<file path="config.mk">
export PLATFORM = sky130hd
export DESIGN_NAME = snoop_bus_arbiter
export DESIGN_NICKNAME = d
export VERILOG_FILES = /design/src/rtl/snoop_bus_arbiter_pkg.sv /design/src/rtl/rr_arbiter4.sv /design/src/rtl/snoop_bus_arbiter.sv
export SDC_FILE = /design/constraint.sdc
export NUM_CORES = 1
export LEC_CHECK = 0
export BUFFER_PORTS_ARGS = -buffer_cell sky130_fd_sc_hd__buf_2
export CAP_MARGIN = 20
export CELL_PAD_IN_SITES_DETAIL_PLACEMENT = 0
export CELL_PAD_IN_SITES_GLOBAL_PLACEMENT = 1
export CORE_UTILIZATION = 33
export DETAILED_ROUTE_END_ITERATION = 16
export GPL_TIMING_DRIVEN = 0
export PLACE_DENSITY_LB_ADDON = 0.1
export SLEW_MARGIN = 30
export SYNTH_ARGS = -nofsm -noshare
export SYNTH_HDL_FRONTEND = slang
export SYNTH_HIERARCHICAL = 1
export SYNTH_SLANG_ARGS = --single-unit
</file>
<file path="constraint.sdc">
create_clock -name clk -period 2.6 [get_ports clk]
set_input_delay 0.52 -clock clk [delete_from_list [all_inputs] [get_ports clk]]
set_output_delay 0.52 -clock clk [all_outputs]
set_load 0.01 [all_outputs]
</file>
<file path="src/rtl/snoop_bus_arbiter_pkg.sv">
// Snoop bus arbiter shared definitions.
// Command and state encodings plus small helpers.
package snoop_bus_arbiter_pkg;

   localparam int NUM_CORES = 4;

   typedef enum logic [1:0] {
      CMD_ILL = 2'b00,
      CMD_RD  = 2'b01,
      CMD_RDX = 2'b10,
      CMD_INV = 2'b11
   } cmd_e;

   typedef enum logic [2:0] {
      ST_IDLE,
      ST_SNOOP,
      ST_MEM,
      ST_FLUSH,
      ST_DONE
   } state_e;

   // true when more than one bit of v is set
   function automatic logic multi_hot(input logic [3:0] v);
      return |(v & (v - 4'd1));
   endfunction

endpackage

</file>
<file path="src/rtl/rr_arbiter4.sv">
// Four-way round-robin pick.
// First set request at or above ptr, wrapping.
module rr_arbiter4 (
   input  logic [3:0] req,
   input  logic [1:0] ptr,
   output logic [3:0] grant,
   output logic [1:0] idx,
   output logic       valid
);

   logic [7:0] dbl;
   logic [3:0] rot;

   // rotate requests so ptr sits at bit 0, then take the lowest
   always_comb begin
      dbl   = {req, req} >> ptr;
      rot   = dbl[3:0];
      valid = |req;
      idx   = ptr;
      priority case (1'b1)
         rot[0]:  idx = ptr;
         rot[1]:  idx = ptr + 2'd1;
         rot[2]:  idx = ptr + 2'd2;
         rot[3]:  idx = ptr + 2'd3;
         default: idx = ptr;
      endcase
      grant = valid ? (4'b0001 << idx) : 4'b0000;
   end

endmodule

</file>
<file path="src/rtl/snoop_bus_arbiter.sv">
// Snoop bus arbiter and transaction sequencer.
// Grants one core, snoops, then runs the memory or flush phase.
module snoop_bus_arbiter #(
   parameter int NUM_CORES = 4,
   parameter int ADDR_W    = 32,
   parameter int TIMEOUT   = 255,
   parameter int CNT_W     = 8
) (
   input  logic                        clk,
   input  logic                        rst_n,
   input  logic [NUM_CORES-1:0]        req,
   input  logic [2*NUM_CORES-1:0]      cmd,
   input  logic [NUM_CORES*ADDR_W-1:0] addr,
   input  logic [NUM_CORES-1:0]        snoop_shared,
   input  logic [NUM_CORES-1:0]        snoop_modified,
   input  logic                        flush_done,
   input  logic                        mem_ack,
   output logic [NUM_CORES-1:0]        gnt,
   output logic                        BusRd,
   output logic                        BusRdX,
   output logic                        Invalidate,
   output logic [ADDR_W-1:0]           Address_Com,
   output logic                        Shared,
   output logic                        mem_rd_req,
   output logic [NUM_CORES-1:0]        done,
   output logic                        err
);
   import snoop_bus_arbiter_pkg::*;

   state_e             state;
   state_e             state_nxt;
   logic [1:0]         ptr;
   logic [1:0]         owner;
   logic [3:0]         own_q;
   cmd_e               cmd_q;
   logic [ADDR_W-1:0]  addr_q;
   logic               err_q;
   logic               shared_q;
   logic [CNT_W-1:0]   cnt;
   logic [3:0]         arb_gnt;
   logic [1:0]         arb_idx;
   logic               arb_valid;
   cmd_e               req_cmd;
   logic [3:0]         s_other;
   logic [3:0]         m_other;
   logic               cnt_hit;

   rr_arbiter4 u_arb (
      .req   (req),
      .ptr   (ptr),
      .grant (arb_gnt),
      .idx   (arb_idx),
      .valid (arb_valid)
   );

   assign req_cmd = cmd_e'(cmd[arb_idx*2 +: 2]);
   assign s_other = snoop_shared & ~own_q;
   assign m_other = snoop_modified & ~own_q;
   assign cnt_hit = (cnt == CNT_W'(TIMEOUT - 1));
   assign Shared  = shared_q;

   // state register
   always_ff @(posedge clk or negedge rst_n) begin
      if (!rst_n) state <= ST_IDLE;
      else        state <= state_nxt;
   end

   // next state and outputs decoded from registered state
   always_comb begin
      state_nxt   = state;
      gnt         = '0;
      BusRd       = 1'b0;
      BusRdX      = 1'b0;
      Invalidate  = 1'b0;
      Address_Com = '0;
      mem_rd_req  = 1'b0;
      done        = '0;
      err         = 1'b0;
      unique case (state)
         ST_IDLE: begin
            if (arb_valid)
               state_nxt = (req_cmd == CMD_ILL) ? ST_DONE : ST_SNOOP;
         end
         ST_SNOOP: begin
            gnt         = own_q;
            Address_Com = addr_q;
            BusRd       = (cmd_q == CMD_RD);
            BusRdX      = (cmd_q == CMD_RDX);
            Invalidate  = (cmd_q == CMD_INV);
            if (cmd_q == CMD_INV) state_nxt = ST_DONE;
            else if (|m_other)    state_nxt = ST_FLUSH;
            else                  state_nxt = ST_MEM;
         end
         ST_MEM: begin
            gnt         = own_q;
            Address_Com = addr_q;
            mem_rd_req  = 1'b1;
            if (mem_ack || cnt_hit) state_nxt = ST_DONE;
         end
         ST_FLUSH: begin
            gnt         = own_q;
            Address_Com = addr_q;
            if (flush_done || cnt_hit) state_nxt = ST_DONE;
         end
         ST_DONE: begin
            gnt         = own_q;
            Address_Com = addr_q;
            done        = own_q;
            err         = err_q;
            state_nxt   = ST_IDLE;
         end
         default: state_nxt = ST_IDLE;
      endcase
   end

   // owner latches, snoop result, timeout counter and rr pointer
   always_ff @(posedge clk or negedge rst_n) begin
      if (!rst_n) begin
         ptr      <= '0;
         owner    <= '0;
         own_q    <= '0;
         cmd_q    <= CMD_ILL;
         addr_q   <= '0;
         err_q    <= 1'b0;
         shared_q <= 1'b0;
         cnt      <= '0;
      end else begin
         unique case (state)
            ST_IDLE: begin
               if (arb_valid) begin
                  own_q    <= arb_gnt;
                  owner    <= arb_idx;
                  cmd_q    <= req_cmd;
                  addr_q   <= addr[arb_idx*ADDR_W +: ADDR_W];
                  err_q    <= (req_cmd == CMD_ILL);
                  shared_q <= 1'b0;
                  cnt      <= '0;
               end
            end
            ST_SNOOP: begin
               shared_q <= |s_other;
               if (cmd_q != CMD_INV && multi_hot(m_other))
                  err_q <= 1'b1;
            end
            ST_MEM: begin
               cnt <= cnt + CNT_W'(1);
               if (!mem_ack && cnt_hit) err_q <= 1'b1;
            end
            ST_FLUSH: begin
               cnt <= cnt + CNT_W'(1);
               if (!flush_done && cnt_hit) err_q <= 1'b1;
            end
            ST_DONE: begin
               ptr      <= owner + 2'd1;
               cnt      <= '0;
               shared_q <= 1'b0;
               err_q    <= 1'b0;
            end
            default: ;
         endcase
      end
   end

endmodule
</file>
==> results.toml <==
[global_route]
grt_pass1_vias = 3689
track_usage_pct = 20.2
grt_pass1_wl_um = 18100
grt-ovfl-total = 0
grt_max_degree = 56
antenna_found_initial = 1

[power_and_ir_drop]
cellLeakagePower_uw = 0.00262
power_density_nw_per_um2 = 1060
peakVddDrop_v = 0.000411

[worst_setup_path]
cp-end-kind = "output port"
cp_num_buf_inv = 3
start_kind = "flip-flop"
cp.depth = 6
worst-path-max-fanout = 10
r2r_cells = 8
cp_slowest_stage_delay_ps = 380
r2r_end = "addr_q[31]$_DFFE_PN0P_"
crit_chain = "buf_6 > nor2_4 > xnor2_4 > clkbuf_2 > and2_1 > buf_2"
path_class = "reg2out"
arrival_ps = 1910
r2r_start = "ptr[0]$_DFFE_PN0N_"
cp-startpoint = "state[1]$_DFFE_PN0P_"
critPathTopFamily = "buffers and inverters"
critPathCapture = "Address_Com[4]"
r2r_slack_ps = 180
cp_slowest_cell = "dfrtp_1"
cp.required_ps = 2080

[synthesis]
synthMuxAreaShare_pct = 21.7
syn_area_per_cell_sq_um = 9.40
yosysWarnings = 6
netlist_instances = 397
ys_ff_latch = 55
yosysSeqAreaShare_pct = 36.9
yosysTopAreaCellShare_pct = 36.9
synth_compound_area_share_pct = 7.04
synth_edf_count = 0
synth_top_area_cell = "dfrtp_1"
synth_nets = 551
synthFlopType = "dfrtp_1"
synth_cell_types = 50
ys_async_sr_fraction_pct = 100
synthAdderAreaFrac_pct = 0.671
synth-simple-area-share_pct = 27.7
synth_top_family_by_area = "simple AND/OR/NAND/NOR gates"
netlist_top_cells_area = "dfrtp_1, mux4_2, nand2_1"
syn_area_sq_um = 3730
synth_xor_area_share_pct = 1.41

[timing]
setup_viol = 0
hold_violations = 0
clock_skew_ps = 8.82
fin_tns_setup_ps = 0
finalCritPeriodShare_pct = 93.6
worst_slew_pin_slew_ps = 727
fmax_ghz = 0.411
rsz0062_at_grt = "no"
finalMaxSlewViolations = 0
finalHoldWorstSlack_ps = 279
fin_crit_ps = 2430
slew_headroom_pct = 51.5
postLayoutSetupSlackWorst_ps = 165

[detailed_routing]
vias = 3639
routedWlPerCell_um = 15.5
drc = 0
dr.pass1.iters = 4
dr.first_iter.drc_count = 115
ant_nets = 0
routed_wirelength_um = 11500
routed_via_density = 4.90

[cts]
cts_buffers = 5
tritoncts = "yes"
htree_num_levels = 2
clk_latency_ps = 290
clock_path_buffers = 2
cts-root-buf = "clkbuf_16"
cts_setup_buffers = 0
cts_sinks = 55
postCtsHoldBufs = 0
clk_pin_slew_ps = 70

[run_status]
status = "completed"

[finish]
seqCellArea_sq_um = 1380
layout-drive-gt1-share_pct = 43.9
design_area_sq_um = 5080
nNetsFinal = 755
multiInputGateArea_sq_um = 2210
n_fill_cell = 1109
area_growth_pct = 36.2

[floorplan]
initial_core_util_pct = 34.1
fp-row-count = 38
core-area_sq_um = 10900
die_h_um = 108
dieArea_sq_um = 11700
die_w_um = 108
io_pins = 198

[placed_design]
postPlaceCellArea_sq_um = 4900
port_buffers = 197
hpwlAfterDp_um = 9150
pre_cts_ws_ps = -242
place.gp.congestion = 0.844

[worst_hold_path]
hold_class = "in2async"

[run]
max_cap_violations = 0
==> layout make-up <==
cell class,count,share of cell area [%]
sequential,55,27.1
timing repair buffer,197,19.5
tap,140,3.45
inverter,9,0.665
multi-input combinational,308,43.5
clock buffer,5,2.46
buffer,25,3.00
antenna,1,0.0493
clock inverter,2,0.271
==> worst register-to-register path, cell delays in order, from the launching register on <==
cell,delay (ps)
dfrtp_1,480
nor2b_2,110
or3_1,380
a22oi_2,120
buf_4,280
buf_4,290
mux4_2,540
nand2_1,80
nand2_1,40
==> through the flow <==
stage / utilization (%) / std cells / power, uW
2_1_floorplan: - / 397 / 3650
3_3_place_gp: 44.7 / 734 / 4710
3_5_place_dp: 44.8 / 734 / 4760
4_1_cts: 46.2 / 741 / 5470
6_report: 46.5 / 742 / 5410
5_1_grt: 46.5 / 742 / 5940
==> how the worst min path moves through the flow <==
stage	startpoint	endpoint	slack [ps]	cells past startpoint
floorplan	rst_n	Shared$_DFFE_PN0P_	220	0
global placement	addr_q[15]$_DFFE_PN0P_	addr_q[15]$_DFFE_PN0P_	450	2
CTS	rst_n	err_q$_DFFE_PN0P_	320	1
detailed placement	addr_q[26]$_DFFE_PN0P_	addr_q[26]$_DFFE_PN0P_	450	2
global route	rst_n	cmd_q[1]$_DFFE_PN0P_	360	1
finish	rst_n	cmd_q[1]$_DFFE_PN0P_	280	1
==> registers in the layout, indices dropped and copies added, names as in the netlist <==
signal	cells
cnt	8
err_q	1
state	3
cmd_q	2
addr_q	32
owner	2
Shared	1
own_q	4
ptr	2
==> cells by family (layout without fill, tap and decap cells) <==
group	count (synthesis)	after routing
adders and majority gates	2	2
muxes	40	40
DFF	55	55
other	0	1
AOI/OAI and AO/OA	41	41
buffers and inverters	34	238
xor gates and xnor gates	6	6
and+or+nand+nor	219	219
==> power by group <==
| group | switching [uW] | internal (uW) |
|---|---|---|
| Sequential | 232 | 1240 |
| Combinational | 1820 | 1470 |
| Clock | 306 | 353 |
| Total | 2360 | 3050 |
==> timing repair <==
item,in CTS,in global routing
endpoints found under the setup margin,20,59
pin swaps,0,0
gates cloned,0,0
resized for setup,1,12
endpoints found under the hold margin,0,0
==> cells in the final DEF (no fill, tap or decap), drive strengths merged, types with 5 or more instances in the layout <==
cell type / Yosys / routed
and2: 37 / 37
nand3: 6 / 6
a21oi: 5 / 5
o21ai: 20 / 20
mux2: 6 / 6
dfrtp: 55 / 55
clkbuf: 12 / 17
inv: 9 / 9
nor2b: 6 / 6
buf: 13 / 210
nor2: 17 / 17
nand2: 128 / 128
mux4: 32 / 32
==> synthesized netlist by cell type (all sizes together), types with 4 or more instances <==
master,instances
dfrtp,55
nor2,17
o21ai,20
nand3,6
nor3b,4
and3,4
mux2,6
xnor2,4
a21oi,5
and2,37
mux4,32
buf,13
nand2,128
nor2b,6
nor3,4
or3,4
clkbuf,12
inv,9
==> per-layer routing <==
metal / vias up / GRT usage (%) / wire length [um]
met1: 1719 / 25.4 / 4800
li1: 1771 / - / -
met5: - / 0 / 0
met4: 0 / 5.12 / 143
met3: 9 / 4.52 / 779
met2: 140 / 35.2 / 5750
Power figures use the tool's default switching activity.
